--- config.mk ---
export PLATFORM = sky130hd
export DESIGN_NAME = ham_deserializer
export DESIGN_NICKNAME = d
export VERILOG_FILES = /design/src/rtl/ham_pkg.sv /design/src/rtl/ham_out_reg.sv /design/src/rtl/ham_deserializer.sv
export SDC_FILE = /design/constraint.sdc
export NUM_CORES = 1
export LEC_CHECK = 0
export ABC_AREA = 1
export BUFFER_PORTS_ARGS = -buffer_cell sky130_fd_sc_hd__buf_2
export CORE_ASPECT_RATIO = 1.4
export CORE_UTILIZATION = 40
export DETAILED_ROUTE_END_ITERATION = 16
export GPL_TIMING_DRIVEN = 0
export PLACE_DENSITY_LB_ADDON = 0.08
export SLEW_MARGIN = 10
export SYNTH_ARGS = -nofsm -noshare
export SYNTH_HDL_FRONTEND = slang
export SYNTH_SLANG_ARGS = --single-unit
--- constraint.sdc ---
create_clock -name clock -period 4 [get_ports clock]
set_clock_uncertainty 0.05 [all_clocks]
set_input_delay 0.6 -clock clock [delete_from_list [all_inputs] [get_ports clock]]
set_output_delay 0.6 -clock clock [all_outputs]
set_load 0.005 [all_outputs]
--- src/rtl/ham_pkg.sv ---
// Shared definitions for the Hamming codeword path (deserializer, hamFix, benches).
package ham_pkg;
    localparam int HAM_WIDTH  = 15;
    localparam int DATA_WIDTH = 11;

    typedef logic [15:1] codeword_t;

    typedef enum logic {IDLE, SHIFT} deser_state_t;
endpackage

--- src/rtl/ham_out_reg.sv ---
// One-entry valid/ready holding register. A load always wins; loading over an
// unconsumed word that is not being taken this cycle latches a sticky overrun.
module ham_out_reg #(
    parameter int W = 15
) (
    input  logic         clock,
    input  logic         reset_n,
    input  logic         load,
    input  logic [W-1:0] load_data,
    input  logic         ready,
    output logic [W-1:0] data,
    output logic         valid,
    output logic         overrun
);
    logic [W-1:0] data_d, data_q;
    logic         valid_d, valid_q;
    logic         ovr_d, ovr_q;

    // Next-state: load has priority over consume; data moves only on load.
    always_comb begin
        data_d  = data_q;
        valid_d = valid_q;
        ovr_d   = ovr_q;
        if (load) begin
            data_d  = load_data;
            valid_d = 1'b1;
            if (valid_q && !ready) ovr_d = 1'b1;
        end else if (valid_q && ready) begin
            valid_d = 1'b0;
        end
    end

    // Register with synchronous active-low reset.
    always_ff @(posedge clock) begin
        if (!reset_n) begin
            data_q  <= '0;
            valid_q <= 1'b0;
            ovr_q   <= 1'b0;
        end else begin
            data_q  <= data_d;
            valid_q <= valid_d;
            ovr_q   <= ovr_d;
        end
    end

    assign data    = data_q;
    assign valid   = valid_q;
    assign overrun = ovr_q;
endmodule

--- src/rtl/ham_deserializer.sv ---
// Assembles an LSB-first framed serial stream into a Hamming codeword and
// hands it to a one-entry valid/ready output register. Early sof and long
// mid-frame stalls abort the frame with a one-cycle frame_err pulse.
module ham_deserializer
    import ham_pkg::*;
#(
    parameter int HAM_WIDTH    = ham_pkg::HAM_WIDTH,
    parameter int IDLE_TIMEOUT = 31
) (
    input  logic              clock,
    input  logic              reset_n,
    input  logic              bit_valid,
    input  logic              bit_in,
    input  logic              sof,
    output logic [HAM_WIDTH:1] ham,
    output logic              ham_valid,
    input  logic              ham_ready,
    output logic              frame_err,
    output logic              overrun
);
    localparam int CNT_W   = $clog2(HAM_WIDTH + 1);
    localparam int STALL_W = $clog2(IDLE_TIMEOUT + 1);

    deser_state_t        state_d, state_q;
    logic [CNT_W-1:0]    cnt_d, cnt_q;
    logic [CNT_W-1:0]    nxt_idx;
    logic [STALL_W-1:0]  stall_d, stall_q;
    logic [HAM_WIDTH:1]  sr_d, sr_q;
    logic                err_d, err_q;
    logic                load;

    // Frame FSM: positional bit writes, abort on early sof or stall timeout.
    always_comb begin
        state_d = state_q;
        cnt_d   = cnt_q;
        stall_d = stall_q;
        sr_d    = sr_q;
        err_d   = 1'b0;
        load    = 1'b0;
        nxt_idx = cnt_q + CNT_W'(1);
        case (state_q)
            IDLE: begin
                if (bit_valid && sof) begin
                    sr_d[1] = bit_in;
                    cnt_d   = CNT_W'(1);
                    stall_d = '0;
                    state_d = SHIFT;
                end
            end
            SHIFT: begin
                if (bit_valid) begin
                    stall_d = '0;
                    if (sof) begin
                        // Restart on the new frame's first bit.
                        err_d   = 1'b1;
                        sr_d[1] = bit_in;
                        cnt_d   = CNT_W'(1);
                    end else begin
                        sr_d[nxt_idx] = bit_in;
                        cnt_d         = nxt_idx;
                        if (nxt_idx == CNT_W'(HAM_WIDTH)) begin
                            // sr_d already holds the finished word.
                            load    = 1'b1;
                            cnt_d   = '0;
                            state_d = IDLE;
                        end
                    end
                end else if (stall_q == STALL_W'(IDLE_TIMEOUT - 1)) begin
                    err_d   = 1'b1;
                    cnt_d   = '0;
                    stall_d = '0;
                    state_d = IDLE;
                end else begin
                    stall_d = stall_q + STALL_W'(1);
                end
            end
            default: state_d = IDLE;
        endcase
    end

    // FSM and datapath registers; reset discards any partial frame silently.
    always_ff @(posedge clock) begin
        if (!reset_n) begin
            state_q <= IDLE;
            cnt_q   <= '0;
            stall_q <= '0;
            sr_q    <= '0;
            err_q   <= 1'b0;
        end else begin
            state_q <= state_d;
            cnt_q   <= cnt_d;
            stall_q <= stall_d;
            sr_q    <= sr_d;
            err_q   <= err_d;
        end
    end

    assign frame_err = err_q;

    ham_out_reg #(.W(HAM_WIDTH)) u_out (
        .clock     (clock),
        .reset_n   (reset_n),
        .load      (load),
        .load_data (sr_d),
        .ready     (ham_ready),
        .data      (ham),
        .valid     (ham_valid),
        .overrun   (overrun)
    );
endmodule

==> qor.yml, run 1 <==
start_util: 0.422
grt_pass1_vias: 1458
placed_area_um2: 2120
tightest_slew_ns: 0.513
p_comb_frac: 0.052
max_slew_margin: 0.658
nFillCells: 510
cts_tree: "yes"
pwr-share-seq: 0.579
rsz0062_at_grt: "false"
maxCapViolCount: 0
status: "complete, no violations"
cts-resized-gates: 0
switching_share: 0.243
cp.arrival_ns: 2.02
syn_area_um2: 1930
cp-start-kind: "register"
rrSetupSlack_ns: 2.12
cts_buffer_depth: 2
fin_cells: 344
synthesis.nets: 265
critPathKind: "reg -> reg"
clkPwrFrac: 0.369
portBuffers: 22
fin_area_um2: 2200
wl_um: 4010
clk_pin_slew_worst_paths_ns: 0.08
hold_viol_final: 0
avgViaCountPerCell: 4.62
ctsHoldBuffers: 0
dieArea_um2: 5110
rows: 29
post_cts_buffers: 0
vias: 1590
die_w_um: 60.7
grt_pass1_wl_um: 6730
clkLatencyLatePin_ns: 0.29
ir_drop_mv: 0.167
wl_per_cell_um: 11.7
cts.sinks: 42
synth.avg_cell_area_um2: 7.65
period_share: 0.471
path_max_fanout: 7
p_per_area_nw_per_um2: 333
die_y_um: 84.2
cts_root_buffer: "clkbuf_8"
worstHoldStart: "u_out.overrun"
register_area_um2: 841
power_leakage_nw: 0.976
yosys_warnings: 0
grt-ovfl-total: 0
cts-buffers-inserted: 5
antenna_found_initial: 0
ys.flop_type: "dfxtp_1"
r2r_start: "cnt_q[0]"
num-nets-final: 294
cp.required_ns: 4.14
drtAntennaViolNets: 0
area_growth_pct: 14.2
core_um2: 4570
p_switching_mw: 0.178
ys_top_cells_by_area: "dfxtp_1, nand2_1, o21ai_1"
grt_max_degree: 14
whs_ns: 0.418
synth_area_leader_cell: "dfxtp_1"
firstDrtPassIters: 4
hold_class: "reg -> reg"
route.detailed.drc: 0
gp_congestion: 0.758
drive_gt1_frac: 0.209
diodes: 0
cts_htree_levels: 2
min_to: "u_out.overrun"
layout_min_cycle_time_ns: 1.88
max_freq_mhz: 531
utilization: 0.482
synth_cell_types: 28
critPathCaptureType: "register"
grtUsageTotal: 0.176
fin_tns_setup_ns: 0
ff2ff_path_depth: 7
io-pin-count: 24
reg2reg_to: "u_out.data[8]"
synth-edff-count: 0
setup_violations: 0
synth_seq_area_share: 0.436
drv_slew: 0
hpwl_um: 2960
dp.cells: 336
synth-seq-cells: 42
p_int_mw: 0.556
syn_inst: 252
multi_input_area_um2: 882
yosys.area.top_type_share: 0.436
synthArstFlopShare: 0
hold_depth: 1
drt_iter0_markers: 53
power by group through the flow:
stage / Combinational (mW) / Clock (mW) / Sequential (mW)
global placement: 0.0390 / 0 / 0.435
CTS: 0.0389 / 0.283 / 0.425
floorplan: 0.0262 / 0 / 0.434
global route: 0.0446 / 0.300 / 0.426
finish: 0.0381 / 0.271 / 0.425
detailed placement: 0.0387 / 0 / 0.435
flip-flops by register name (all words and copies together), names as in the netlist:
| signal | flops |
|---|---|
| cnt_q | 4 |
| u_out.valid | 1 |
| sr_q | 14 |
| state_q | 1 |
| u_out.data | 15 |
| stall_q | 5 |
| u_out.overrun | 1 |
| frame_err | 1 |
synthesized netlist by cell type, drive strengths merged (4+ instances only):
cell	n
a21oi	26
buf	4
clkbuf	4
dfxtp	42
ha	7
inv	38
nand2	49
nand3	12
nor2	29
o21ai	29
cell usage in the layout (no fill, tap or decap), types with 2 or more instances in the layout:
cell	n
nand2_1	45
nand2_2	4
nand3_1	12
dfxtp_1	42
a21oi_2	12
clkbuf_8	5
clkbuf_1	5
nor2_4	2
inv_1	33
o21a_1	2
buf_6	2
nor2_1	26
nand4_1	2
inv_2	5
o21ai_0	3
ha_1	7
o21ai_1	26
a21oi_1	14
buf_2	23
cell families (layout without fill, tap and decap cells):
| group | Yosys count | after routing | share of synthesized area |
|---|---|---|---|
| simple gates | 95 | 95 | 0.213 |
| compound gates | 59 | 59 | 0.182 |
| buf+inv | 46 | 76 | 0.106 |
| flops | 42 | 42 | 0.436 |
| fa+ha+maj | 7 | 7 | 0.0454 |
| xor+xnor | 3 | 3 | 0.0175 |
layer usage:
metal | vias up | wire length [um] | GRT usage
li1 | 862 | - | -
met1 | 704 | 1800 | 0.204
met2 | 18 | 2070 | 0.305
met3 | 6 | 78 | 0.0416
met4 | 0 | 61 | 0.0620
met5 | - | 0 | 0
final cells by class:
class,count,area share
inverter,38,0.0648
timing repair buffer,22,0.0500
clock inverter,2,0.00625
multi-input combinational,164,0.401
clock buffer,6,0.0330
tap,62,0.0352
buffer,8,0.0284
sequential,42,0.382
metrics by stage:
step	power (mW)	setup slack [ns]
floorplan	0.460	2.41
global route	0.770	1.96
detailed placement	0.473	2.04
finish	0.734	2.12
global placement	0.474	2.04
CTS	0.746	2.12
worst max path at each step:
| stage | from | to | slack, ns | cells past startpoint |
|---|---|---|---|---|
| 6_report | cnt_q[0] | u_out.data[8] | 2.12 | 7 |
| 5_1_grt | cnt_q[0] | sr_q[9] | 1.96 | 7 |
| 4_1_cts | cnt_q[0] | sr_q[8] | 2.12 | 7 |
| 3_5_place_dp | bit_valid | u_out.data[9] | 2.04 | 10 |
| 3_3_place_gp | bit_valid | u_out.data[11] | 2.04 | 10 |
| 2_1_floorplan | bit_valid | u_out.data[10] | 2.41 | 9 |
critical path, cell delays in order, from the launching register on:
cell and delay [ns]:
dfxtp_1 0.38, ha_1 0.25, xnor2_2 0.29, inv_2 0.08, nor2_1 0.27, nand2_1 0.13
o21ai_1 0.25, a21oi_2 0.07
Power figures use the tool's default switching activity.
==> inputs of run 2 (changes only) <==
ABC_AREA = 0   (was 1)
clock period = 1.7 ns   (was 4 ns; I/O delays follow)
==> run 2 against run 1 <==
Compared with the run above: the flow now finishes with violations (setup timing); final cell count grew 0.58%; maximum frequency grew 0.35%; setup slack lost 2.3 ns; register-to-register slack lost 2.3 ns; power grew to 2.6 times the previous value; global-route usage grew 4.9 points; wire length grew 39%; critical path type unchanged; largest power group unchanged.
==> qor.yml, run 2 <==
status: "finished, violations left"
violations: "setup timing"
ir_drop_mv: 0.465
layout_common_cells: "dfxtp_1, buf_2, buf_4"
max_slew_margin: 0.670
cpPeakStageDelay_ns: 0.37
synth_area_leader_cell: "dfxtp_1"
hold_viol_final: 0
max_freq_mhz: 533
dieArea_um2: 5340
rows: 30
fin_area_um2: 2800
final_common_cell: "dfxtp_1"
gp_congestion: 0.806
wl_um: 5550
worst_path_max_delay_cell: "dfxtp_4"
firstDrtPassIters: 4
core_um2: 4840
power_leakage_nw: 1.05
cts_root_buffer: "clkbuf_8"
area_growth_pct: 38.7
start_util: 0.417
crit_chain: "ha_4 -> and2b_4 -> buf_12 -> buf_6 -> a21oi_4 -> or2_4 -> mux2i_1 -> a21oi_1"
wl_per_cell_um: 16.0
period_share: 1.10
syn_area_um2: 2020
fin_cells: 346
dp.cells: 317
synth_cell_types: 43
syn_inst: 230
ys.flop_type: "dfxtp_1"
drive_gt1_frac: 0.372
yosys.area.top_type_share: 0.417
synth-seq-cells: 42
grt_pass1_vias: 1764
antenna_found_initial: 0
synth_seq_area_share: 0.417
critPathKind: "reg -> reg"
fin_tns_setup_ns: -3.03
drv_slew: 0
synth-edff-count: 0
setup_violations: 33
synthMostInstantiatedCell: "dfxtp_1"
rsz0062_at_grt: "true"
diodes: 0
multi_input_area_um2: 1360
avgViaCountPerCell: 5.47
die_w_um: 62.0
synth.avg_cell_area_um2: 8.77
grt_pass1_wl_um: 8800
cp.arrival_ns: 2.01
maxCapViolCount: 0
placed_area_um2: 2240
clk_pin_slew_worst_paths_ns: 0.08
rrSetupSlack_ns: -0.18
synth_common_cells: "dfxtp_1, a21oi_1, nand2_1, o21ai_1, o21ai_0"
utilization: 0.578
tightest_slew_ns: 0.495
total_power_mw: 1.89
grt-ovfl-total: 0
cts.sinks: 42
cts_buffer_depth: 2
yosys_warnings: 0
die_y_um: 86.0
hpwl_um: 3450
synthArstFlopShare: 0
cts_tree: "yes"
io-pin-count: 24
path_max_fanout: 5
route.detailed.drc: 0
fin_ws_ns: -0.176
cts-buffers-inserted: 5
hold_class: "in -> reg"
num-nets-final: 295
drt_iter0_markers: 59
layout_min_cycle_time_ns: 1.88
cp-start-kind: "register"
synthesis.nets: 243
grt_max_degree: 13
critPathCaptureType: "register"
ctsHoldBuffers: 0
grtUsageTotal: 0.224
vias: 1894
largest_reg_flops: 15
p_per_area_nw_per_um2: 675
register_area_um2: 851
clkLatencyLatePin_ns: 0.30
cts_htree_levels: 2
cp.required_ns: 1.84
ys_top_cells_by_area: "dfxtp_1, mux2i_1, ha_1"
nFillCells: 446
portBuffers: 23
drtAntennaViolNets: 0
## run 2: cell count changes after synthesis, moves of 5 or more
cell / change
nand2_1: -29
inv_1: -27
nor2_1: -15
a21oi_2: -11
mux2i_1: +11
nor2b_1: +11
o21ai_0: +11
o21ai_1: -11
and2_1: +8
nor3_1: +6
inv_2: -5
nand3_1: -5
## run 2: layout make-up
| class | count | area share |
|---|---|---|
| multi-input cells | 170 | 0.487 |
| well taps | 64 | 0.0286 |
| clock buffers | 7 | 0.0384 |
| repair buffers | 45 | 0.109 |
| plain buffers | 11 | 0.0224 |
| inverters | 7 | 0.0107 |
| flip-flops and latches | 42 | 0.304 |
## run 2: path summary, 6_finish.rpt
path	endpoint	start	cells after the start
setup / recovery	u_out.data[6]	cnt_q[0]	8
setup reg to reg	u_out.data[6]	cnt_q[0]	8
hold reg to reg	sr_q[11]	sr_q[11]	2
hold / removal	u_out.valid	ham_ready	3
## run 2: repair_timing
action                                  4_1_cts  5_1_grt
pin swaps                                    11       18
endpoints found under the setup margin       32       41
gates resized for setup                      36       29
cloned                                        1        0
setup buffers                                17        4
## run 2: per-layer routing
layer | global-route usage | up-vias | wire length, um
met5 | 0 | - | 0
met4 | 0.0990 | 0 | 138
met3 | 0.0392 | 13 | 203
met2 | 0.359 | 51 | 2820
met1 | 0.286 | 902 | 2390
li1 | - | 928 | -
## run 2: per-stage QoR
step           hold slack (ns)  setup WS (ns)
5_1_grt                  0.257         -0.218
2_1_floorplan            0.358        0.00400
6_report                 0.233         -0.176
3_3_place_gp             0.402         -0.252
3_5_place_dp             0.411         -0.241
4_1_cts                  0.234         -0.136
## run 2: worst max-delay path, delay by kind of cell (launching register included)
family                     cells  cell delay (ns)
adders and majority gates      1             0.14
buffers and inverters          2             0.24
muxes                          1             0.17
AOI/OAI and AO/OA              2             0.37
DFF                            1             0.37
and+or+nand+nor                2             0.42
## run 2: cells by family (layout without fill, tap and decap cells)
logic type / Yosys count / count (layout) / share of synthesized area
AO/OA/AOI/OAI: 71 / 71 / 0.224
AND/OR/NAND/NOR: 81 / 81 / 0.221
adder cells (fa/ha/maj): 7 / 7 / 0.0434
buffers and inverters: 18 / 70 / 0.0397
flip-flops: 42 / 42 / 0.417
multiplexers: 11 / 11 / 0.0546
## run 2: report_power, final
group	switching, mW	total [mW]	leakage [nW]	internal, mW
Clock	0.343	0.754	0.0555	0.411
Sequential	0.00835	0.997	0.341	0.989
Combinational	0.0820	0.137	0.657	0.0546
Total	0.434	1.89	1.05	1.45
==> inputs of run 3 (changes only) <==
--- a/config.mk
+++ b/config.mk
@@ -8,2 +8,3 @@
 export ABC_AREA = 0
+export ABC_CLOCK_PERIOD_IN_PS = 1700
 export BUFFER_PORTS_ARGS = -buffer_cell sky130_fd_sc_hd__buf_2
@@ -11,2 +12,3 @@
 export CORE_UTILIZATION = 40
+export CTS_BUF_LIST = sky130_fd_sc_hd__clkbuf_8
 export DETAILED_ROUTE_END_ITERATION = 16
==> constraint.sdc (replaced) <==
create_clock -name clock -period 1.7 [get_ports clock]
set_clock_uncertainty 0.05 [all_clocks]
set_input_delay 0.34 -clock clock [delete_from_list [all_inputs] [get_ports clock]]
set_output_delay 0.34 -clock clock [all_outputs]
set_load 0.005 [all_outputs]
==> run 3 against run 2 <==
Compared with the run above: the flow still finishes with violations (setup timing); maximum frequency increased by 0.50%; hold slack gained 0.087 ns; register-to-register slack is essentially flat; core utilization shrank 0.13 points; setup slack better by 0.0092 ns; final cell count down 0.29%; flip-flop and latch count unchanged; global-route usage is the same; die area did not move; clock power is 8.4% higher; sequential power about the same; non-clock buffer count decreased by 1; largest power group unchanged.
==> qor.yml, run 3 (synthesis results as in run 2) <==
route.detailed.drc: 0
cp-start-kind: "register"
grt_pass1_wl_um: 8800
cts_htree_levels: 2
place_ws_ns: -0.241
placed_area_um2: 2240
rsz0062_at_grt: "true"
wl_per_cell_um: 16.1
hold_depth: 3
layout_common_cells: "dfxtp_1, buf_2, buf_4"
diodes: 0
start_util: 0.417
hpwl_um: 3450
multi_input_area_um2: 1360
ir_drop_mv: 0.496
total_power_mw: 1.95
drt_iter0_markers: 63
die_y_um: 86.0
portBuffers: 23
io-pin-count: 24
power_leakage_nw: 1.05
rows: 30
setup_violations: 34
cts-buffers-inserted: 5
clkLatencyLatePin_ns: 0.29
cts_tree: "yes"
cp_top_family: "simple AND/OR/NAND/NOR gates"
cts_root_buffer: "clkbuf_8"
avgViaCountPerCell: 5.45
drive_gt1_frac: 0.363
fin_tns_setup_ns: -2.94
hold_class: "in -> reg"
drv_slew: 0
core_um2: 4840
critPathKind: "reg -> reg"
dp.cells: 317
fin_cells: 345
die_w_um: 62.0
grt_max_degree: 13
grt-ovfl-total: 0
maxCapViolCount: 0
cp.arrival_ns: 2.02
path_max_fanout: 5
utilization: 0.577
area_growth_pct: 38.4
p_per_area_nw_per_um2: 699
critPathCaptureType: "register"
drtAntennaViolNets: 0
layout_min_cycle_time_ns: 1.87
hold_viol_final: 0
cpPeakStageDelay_ns: 0.36
cp_num_buf_inv: 2
cp.depth: 8
grtUsageTotal: 0.224
clk_pin_slew_worst_paths_ns: 0.08
vias: 1881
max_slew_margin: 0.673
status: "finished, violations left"
worst_path_max_delay_cell: "dfxtp_4"
period_share: 1.10
cts.sinks: 42
firstDrtPassIters: 4
tightest_slew_ns: 0.489
fin_area_um2: 2790
antenna_found_initial: 0
violations: "setup timing"
largest_reg_flops: 15
dieArea_um2: 5340
cp.required_ns: 1.85
num-nets-final: 294
crit_chain: "ha_4 -> and2b_4 -> buf_12 -> a21oi_4 -> nor3_4 -> buf_6 -> nor2_2 -> a311oi_2"
max_freq_mhz: 536
fin_ws_ns: -0.167
final_common_cell: "dfxtp_1"
nFillCells: 447
wl_um: 5560
register_area_um2: 851
cts_buffer_depth: 2
ff2ff_path_depth: 8
gp_congestion: 0.806
whs_ns: 0.320
grt_pass1_vias: 1764
run 3: cell types whose count changed in the layout (fill, tap and decap cells not counted), sizes merged:
cell    delta
buf        -1
bufinv     +1
clkbuf     -1
run 3: repair_timing:
action | in CTS | in global routing
gates cloned | 1 | 0
setup endpoints to repair | 32 | 41
resized for setup | 35 | 29
hold buffers | 0 | 0
endpoints found under the hold margin | 0 | 0
setup buffers | 17 | 3
pin swaps | 10 | 12
run 3: worst register-to-register path: cells and delay by family, from the launching register on:
family | cells | cell delay, ns
compound gates | 2 | 0.31
fa+ha+maj | 1 | 0.17
buf+inv | 2 | 0.29
flops | 1 | 0.36
simple gates | 3 | 0.60
run 3: final timing paths:
kind / slack [ns] / end / from
max: -0.17 / u_out.data[13] / cnt_q[0]
max reg2reg: -0.17 / u_out.data[13] / cnt_q[0]
min: 0.32 / u_out.valid / ham_ready
min reg2reg: 0.42 / sr_q[11] / sr_q[11]
run 3: power breakdown:
part	total [mW]	switching, mW	internal, mW
clock network	0.817	0.347	0.470
logic	0.138	0.0828	0.0553
registers	0.998	0.00887	0.989
total	1.95	0.439	1.51
run 3: area by class of cell:
type / instances / share of cell area
multi-input combinational: 170 / 0.486
sequential: 42 / 0.305
timing repair buffer: 44 / 0.107
clock buffer: 6 / 0.0296
tap: 64 / 0.0287
buffer: 11 / 0.0228
clock inverter: 1 / 0.0108
inverter: 7 / 0.0108
run 3: per-layer routing:
layer	vias up	track usage	routed length (um)
met3	12	0.0392	140
met4	0	0.0990	142
li1	925	-	-
met1	908	0.286	2440
met5	-	0	0
met2	36	0.359	2830
